### config.mk
export PLATFORM = sky130hd
export DESIGN_NAME = det_window_counter
export DESIGN_NICKNAME = d
export VERILOG_FILES = /design/src/rtl/det_window_counter.sv
export SDC_FILE = /design/constraint.sdc
export NUM_CORES = 1
export LEC_CHECK = 0
export ABC_AREA = 0
export BUFFER_PORTS_ARGS = -buffer_cell sky130_fd_sc_hd__buf_2
export CAP_MARGIN = 20
export CORE_ASPECT_RATIO = 1.1
export CORE_MARGIN = 2
export CORE_UTILIZATION = 55
export DETAILED_ROUTE_END_ITERATION = 8
export HOLD_SLACK_MARGIN = 0.15
export PLACE_DENSITY = 0.72
export SLEW_MARGIN = 5
export SYNTH_ARGS = -nofsm -noshare
export SYNTH_HDL_FRONTEND = slang
export SYNTH_SLANG_ARGS = --single-unit
### constraint.sdc
create_clock -name clk -period 2.55 [get_ports clk]
set_input_delay 0.255 -clock clk [delete_from_list [all_inputs] [get_ports clk]]
set_output_delay 0.255 -clock clk [all_outputs]
set_load 0.1 [all_outputs]
### src/rtl/det_window_counter.sv
// rtl/det_window_counter.sv - counts detect pulses per fixed window and queues per-window counts in a report FIFO
// Optional feature: define DWC_TIMESTAMP_EN to add a window index (idx_o) stored with each report.
module det_window_counter #(
  parameter int WINDOW_LEN = 64,
  parameter int CNT_W      = 8,
  parameter int FIFO_DEPTH = 4
`ifdef DWC_TIMESTAMP_EN
  ,
  parameter int IDX_W      = 16
`endif
) (
  input  logic                               clk,
  input  logic                               reset,
  input  logic                               det_i,
  input  logic                               en_i,
  output logic [CNT_W-1:0]                   cnt_o,
  output logic                               cnt_valid_o,
  input  logic                               cnt_ready_i,
  output logic [$clog2(FIFO_DEPTH+1)-1:0]    level_o,
`ifdef DWC_TIMESTAMP_EN
  output logic [IDX_W-1:0]                   idx_o,
`endif
  output logic                               drop_o
);

  localparam int WIN_W = $clog2(WINDOW_LEN);
  localparam int AW    = $clog2(FIFO_DEPTH);
  localparam int PW    = AW + 1;
  localparam int LW    = $clog2(FIFO_DEPTH + 1);

  typedef enum logic {
    IDLE,
    RUN
  } state_t;

  state_t           state;
  logic [WIN_W-1:0] win_cnt;
  logic [CNT_W-1:0] det_cnt;
  logic [CNT_W-1:0] det_next;
  logic             win_end;

  logic [PW-1:0]    wr_ptr;
  logic [PW-1:0]    rd_ptr;
  logic [PW-1:0]    level;
  logic             fifo_empty;
  logic             fifo_full;
  logic             push_ok;
  logic             pop;
  logic [CNT_W-1:0] cnt_mem [FIFO_DEPTH];

`ifdef DWC_TIMESTAMP_EN
  logic [IDX_W-1:0] idx_cnt;
  logic [IDX_W-1:0] idx_mem [FIFO_DEPTH];
`endif

  // Saturating count including this cycle's pulse; also the report value at window end.
  assign det_next = (det_i && (det_cnt != {CNT_W{1'b1}})) ? det_cnt + CNT_W'(1) : det_cnt;

  // The first enabled cycle out of IDLE is window cycle 0 (win_cnt is 0 there), so it never ends a window.
  assign win_end = en_i && (state == RUN) && (win_cnt == WIN_W'(WINDOW_LEN - 1));

  assign level      = wr_ptr - rd_ptr;
  assign fifo_empty = (wr_ptr == rd_ptr);
  assign fifo_full  = (level == PW'(FIFO_DEPTH));
  assign pop        = !fifo_empty && cnt_ready_i;
  // A full FIFO still takes the report if the head leaves in the same cycle.
  assign push_ok    = win_end && (!fifo_full || pop);

  // Window FSM: dropping en_i abandons the partial window without reporting it.
  always_ff @(posedge clk) begin
    if (reset) begin
      state   <= IDLE;
      win_cnt <= '0;
      det_cnt <= '0;
    end else if (!en_i) begin
      state   <= IDLE;
      win_cnt <= '0;
      det_cnt <= '0;
    end else if (win_end) begin
      state   <= RUN;
      win_cnt <= '0;
      det_cnt <= '0;
    end else begin
      state   <= RUN;
      win_cnt <= win_cnt + WIN_W'(1);
      det_cnt <= det_next;
    end
  end

  // FIFO pointers and the sticky loss flag; the extra pointer bit separates full from empty.
  always_ff @(posedge clk) begin
    if (reset) begin
      wr_ptr <= '0;
      rd_ptr <= '0;
      drop_o <= 1'b0;
    end else begin
      if (push_ok) wr_ptr <= wr_ptr + PW'(1);
      if (pop)     rd_ptr <= rd_ptr + PW'(1);
      if (win_end && !push_ok) drop_o <= 1'b1;
    end
  end

  // Report storage; contents need no reset since the outputs are masked while empty.
  always_ff @(posedge clk) begin
    if (!reset && push_ok) begin
      cnt_mem[wr_ptr[AW-1:0]] <= det_next;
`ifdef DWC_TIMESTAMP_EN
      idx_mem[wr_ptr[AW-1:0]] <= idx_cnt;
`endif
    end
  end

`ifdef DWC_TIMESTAMP_EN
  // Window index advances on every window end, dropped or not, so gaps expose loss.
  always_ff @(posedge clk) begin
    if (reset) begin
      idx_cnt <= '0;
    end else if (win_end) begin
      idx_cnt <= idx_cnt + IDX_W'(1);
    end
  end

  assign idx_o = fifo_empty ? '0 : idx_mem[rd_ptr[AW-1:0]];
`endif

  assign cnt_o       = fifo_empty ? '0 : cnt_mem[rd_ptr[AW-1:0]];
  assign cnt_valid_o = !fifo_empty;
  assign level_o     = LW'(level);

endmodule

==> results.md, run 1 <==
- Status: completed
- Post-route setup slack: 136 ps
- Crit-path max FO: 6
- HP Start: reset
- Combinational fraction of design power: 0.016
- Area grow syn2layout: 10.9%
- Syn_nets: 208
- Crit path time final: 2410 ps
- Largest family of logic cells by synthesized area: simple AND/OR/NAND/NOR gates
- Reg power frac: 0.659
- Period utilization: 0.947
- Data required, critical path: 2740 ps
- Die Y: 74.1 um
- Share of cells above drive strength 1: 0.213
- Total wire length: 4.07 mm
- Fillers: 328
- Least-Margin Pin Slew: 739 ps
- First-pass GRT wire length: 6.93 mm
- Clk pwr share: 0.325
- Drc violations: 0
- Port Buffer Count: 17
- Fin area: 2730 um2
- Ports: 18
- Hold path depth: 2
- Post-DRT Antenna Nets: 0
- Placed cells: 262
- Post-Synth Adder-Cell Area: 0.0539
- Post-synth EDFFs: 32
- Count leader, synth: edfxtp_1
- Int Pwr: 1.15 mW
- # Max-Cap Violations: 0
- Initial core utilization: 0.574
- HPWL after DPL: 3.07 mm
- Compound-cell area share of the yosys netlist: 0.0549
- Placer Congestion: 0.739
- Worst endpoint data arrival time: 2600 ps
- Simple-Gate Fraction of Synth Area: 0.146
- Vias in the first global route: 1483
- Post-synth top area share: 0.391
- CTS H-tree depth: 2
- R2r worst-path depth: 7
- Yosys reg bits: 56
- Clock transition at the registers of the reported paths: 90 ps
- Gr ovfl total: 0
- Slew HR: 0.504
- # diodes: 0
- Most used DFF post-synth: edfxtp_1
- Share of synthesized registers carrying an async set or reset: 0
- CTS Buffer Depth: 2
- Synth top cells by count: edfxtp_1, dfxtp_1, nor2_1
- Clk sinks: 56
- Slowest stage delay, CP: 450 ps
- Vias: 1505
- Cell Pwr Density: 530 nW/um2
- Final cell count without fillers: 270
- Pre-CTS WS: 64.0 ps
- Startpoint types: flop
- Clock Tree Root: clkbuf_8
- YS warnings: 0
- Area post-placement: 2630 um2
- Peak VDD IR: 365 uV
- CP cell instances: inv_1 -> ha_1 -> fa_1 -> and2_1 -> a311o_1 -> a41oi_2 -> mux2_2
- Netlist cell types: 39
- TritonCTS clock tree: done
- Slew Limit Fails: 0
- Setup violators final: 0
- Mux cell area share after synthesis: 0.0997
- Mapped Area: 2460 um2
- DRT iter0 DRCs: 65
- Die W: 67.8 um
- Reg-to-reg startpoint: wr_ptr[0]
- Row count: 25
- Net Sw Power: 0.291 mW
- Hold Violations, Final: 0
- TritonCTS Buffers: 5
- RSZ-0062 raised after global routing: no
- Post-synthesis sequential area ratio: 0.586
- Die area: 5020 um2
- Hold Crit Class: primary input to flop
- Crit Path Class: flop to flop
- Slowest CP cell: fa_1
- Cells after Synth: 193
- Gr usage total: 0.187
- Initial antenna violation count: 0
- Switching Share: 0.201
- Largest net degree at the start of global routing: 18
- Wire per inst: 15.1 um
- Core Region: 4290 um2
- Vias/cell: 5.57
- Highest Clock Rate: 0.414 GHz
- Yosys top cell by area: edfxtp_1
- Clk_lat worst skew: 300 ps
- Synth Area in XOR/XNOR: 0.0356
- Clock skew: 4.51 ps
- Hold Buf Count CTS: 0
- Worst Hold Path EP: wr_ptr[2]
- Fin nets: 230
- Largest cells by area after synthesis: edfxtp_1, dfxtp_1, mux4_2
- CP Capture Type: flop
- FF-to-FF setup slack: 140 ps
- Avg Inst Size Synth: 12.7 um2
- RR Endpoint: wr_ptr[0]
- Final core utilization: 0.637
- Leakage: 0.988 nW
- TritonRoute pass-1 iters: 6
[logic make-up after synthesis]
group	Yosys count
simple gates	68
compound gates	20
fa+ha+maj	10
xor+xnor	10
mux	14
flops	56
buf+inv	15
[area by class of cell]
cell class                      instances  area (um2)  area share
Inverter                               12        45.0      0.0165
Clock inverter                          2        16.3     0.00596
Sequential cell                        56        1440       0.529
Clock buffer                            6        72.6      0.0266
Multi-Input combinational cell        122         992       0.364
Tap cell                               54        67.6      0.0248
Timing Repair Buffer                   18        92.6      0.0339
[worst max path at each step]
stage	slack, ps	end	cells after the start	from
final	140	wr_ptr[0]	7	wr_ptr[0]
after global routing	2	wr_ptr[0]	7	wr_ptr[0]
after CTS	30	wr_ptr[0]	7	wr_ptr[0]
after detailed placement	60	wr_ptr[0]	7	wr_ptr[0]
after global placement	150	wr_ptr[0]	7	wr_ptr[0]
after floorplan	-20	cnt_o[0]	5	wr_ptr[0]
[layout by cell type (no fill, tap or decap), types with 4 or more instances in the layout]
master and count:
clkbuf_8 5, nor2b_1 10, and2_2 4, ha_1 9, nand2b_1 6, inv_1 12
a21oi_1 5, mux2_2 4, edfxtp_1 32, xnor2_1 4, dfxtp_1 23, nor2_1 23
nor3_1 5, xor2_1 5, mux4_2 8, buf_2 17, nand2_1 7
[flip-flops by register name (all words and copies together) (netlist names), named ones only]
| name | flops |
|---|---|
| state | 1 |
| rd_ptr | 3 |
| det_cnt | 8 |
| wr_ptr | 3 |
| drop_o | 1 |
| win_cnt | 6 |
| cnt_mem | 32 |
[metal layers]
metal | part of all wire | wire length [um] | global-route usage | vias up
met5 | 0 | 0 | 0 | -
met4 | 0.0061 | 25 | 0.0476 | 0
met3 | 0.028 | 114 | 0.0363 | 2
met2 | 0.53 | 2180 | 0.330 | 24
met1 | 0.43 | 1750 | 0.236 | 742
li1 | - | - | - | 737
[power by group through the flow]
stage | clock network (mW) | logic (mW) | registers (mW)
floorplan | 0 | 0.0144 | 0.973
global placement | 0 | 0.0223 | 0.973
detailed placement | 0 | 0.0234 | 0.974
CTS | 0.487 | 0.0236 | 0.953
global route | 0.515 | 0.0272 | 0.953
finish | 0.469 | 0.0234 | 0.953
[per-stage QoR]
stage / total power, mW / hold slack (ps) / TNS, ps
floorplan: 0.987 / 418 / -189
global placement: 0.995 / 431 / 0
detailed placement: 0.997 / 450 / 0
CTS: 1.46 / 244 / 0
global route: 1.50 / 271 / 0
finish: 1.45 / 257 / 0
[critical path, delay by kind of cell, from the launching register on]
kind	cells	cell delay, ps
muxes	1	360
DFF	1	370
buffers and inverters	1	90
adders and majority gates	2	670
AOI/OAI and AO/OA	2	590
and+or+nand+nor	1	220
[what timing repair did]
action,CTS,global route
buffers inserted,0,0
gates resized for setup,0,2
endpoints found under the setup margin,0,3
Power figures use the tool's default switching activity.
==> run 2, diff against run 1 <==
CORE_UTILIZATION = 45   (was 55)
PLACE_DENSITY = 0.6   (was 0.72)
==> results.md, run 2 (synthesized netlist as in run 1, its figures left out) <==
- Largest net degree at the start of global routing: 18
- CP Capture Type: flop
- Int Pwr: 1.15 mW
- Number of flip-flops in the largest register: 32
- Setup bufs post-CTS: 0
- TritonCTS Buffers: 5
- Leakage: 0.992 nW
- Post-route setup slack: 130 ps
- Initial core utilization: 0.462
- Hold path depth: 2
- Multi-input gate area: 993 um2
- Highest Clock Rate: 0.413 GHz
- FF-to-FF setup slack: 130 ps
- CTS Buffer Depth: 2
- Placed cells: 284
- Hold Crit Class: primary input to flop
- Register area: 1440 um2
- Share of cells above drive strength 1: 0.221
- Hold Buf Count CTS: 0
- Area post-placement: 2670 um2
- Worst endpoint data arrival time: 2610 ps
- Least-Margin Pin Slew: 809 ps
- Crit path time final: 2420 ps
- Ports: 18
- Reg-to-reg startpoint: wr_ptr[0]
- Worst Hold Path EP: wr_ptr[2]
- TritonCTS clock tree: done
- Drc violations: 0
- Reg power frac: 0.657
- Die W: 74.5 um
- TritonRoute pass-1 iters: 4
- Clk_lat worst skew: 300 ps
- Combinational fraction of design power: 0.017
- Total wire length: 4.29 mm
- Clock skew: 4.07 ps
- Cts repair resizes: 0
- Post-DRT Antenna Nets: 0
- HPWL after DPL: 3.15 mm
- Commonest non-fill, non-tap cell in the layout: edfxtp_1
- Die area: 6070 um2
- First-pass GRT wire length: 7.02 mm
- Crit-path max FO: 6
- Core Region: 5330 um2
- Placer Congestion: 0.867
- Area grow syn2layout: 12.4%
- Setup violators final: 0
- Startpoint types: flop
- Crit Path Class: flop to flop
- Fillers: 489
- Data required, critical path: 2750 ps
- Port Buffer Count: 17
- Gr usage total: 0.157
- Die Y: 81.5 um
- CTS H-tree depth: 2
- Slew Limit Fails: 0
- Peak VDD IR: 338 uV
- HP Start: reset
- Clock Tree Root: clkbuf_8
- Period utilization: 0.949
- Clk sinks: 56
- Net Sw Power: 0.295 mW
- Vias in the first global route: 1435
- Final core utilization: 0.519
- Cell Pwr Density: 524 nW/um2
- DRT iter0 DRCs: 45
- Row count: 28
- R2r worst-path depth: 7
- Vias: 1472
- Fin area: 2760 um2
- Pre-CTS WS: 61.6 ps
- Gr ovfl total: 0
- Most frequent cells in the layout: edfxtp_1, nor2_1, dfxtp_1, buf_2, inv_1
- WHS: 254 ps
- Switching Share: 0.203
- Final cell count without fillers: 292
- Clk pwr share: 0.326
- Hold Violations, Final: 0
- # Max-Cap Violations: 0
- Vias/cell: 5.04
- Clock transition at the registers of the reported paths: 100 ps
- Slew HR: 0.457
- RR Endpoint: wr_ptr[0]
- Initial antenna violation count: 0
- Fin nets: 231
- Status: completed
- # diodes: 0
- Wire per inst: 14.7 um
## run 2: changes by cell type in the layout (fill, tap and decap cells not counted), sizes merged
cell	change
buf	+1
## run 2: power groups by stage
stage / clock network (mW) / registers (mW) / logic (mW)
global placement: 0 / 0.973 / 0.0231
floorplan: 0 / 0.973 / 0.0144
detailed placement: 0 / 0.974 / 0.0243
global route: 0.532 / 0.954 / 0.0270
finish: 0.472 / 0.953 / 0.0240
CTS: 0.495 / 0.953 / 0.0245
## run 2: how the worst max path moves through the flow
stage,start,to,slack (ps),cells past startpoint
after floorplan,wr_ptr[0],cnt_o[0],-20,5
after global placement,wr_ptr[0],wr_ptr[0],140,7
after detailed placement,wr_ptr[0],wr_ptr[0],60,7
after CTS,wr_ptr[0],wr_ptr[0],40,7
after global routing,wr_ptr[0],wr_ptr[2],-2,7
final,wr_ptr[0],wr_ptr[0],130,7
## run 2: metal layers
metal / up-vias / wire (um) / global-route usage
met5: - / 0 / 0
met4: 0 / 56 / 0.0482
met3: 4 / 105 / 0.0368
met2: 19 / 2200 / 0.262
met1: 704 / 1930 / 0.204
li1: 745 / - / -
## run 2: worst max-delay path: stages, from the launching register on
cell and delay, ps:
dfxtp_2 370, inv_1 90, ha_1 220, fa_1 450, and2_2 230, a311o_1 360, a41oi_2 220, mux2_2 370
## run 2: cell type report
| type | instances | share of cell area |
|---|---|---|
| inverter | 12 | 0.0163 |
| clock inverter | 2 | 0.00589 |
| multi-input combinational | 122 | 0.359 |
| tap | 75 | 0.0340 |
| clock buffer | 6 | 0.0263 |
| sequential | 56 | 0.522 |
| timing repair buffer | 19 | 0.0362 |
## run 2: per-stage QoR
step / setup TNS, ps / total power [mW]
floorplan: -189 / 0.987
global placement: 0 / 0.996
detailed placement: 0 / 0.998
CTS: 0 / 1.47
global route: -1.86 / 1.51
finish: 0 / 1.45
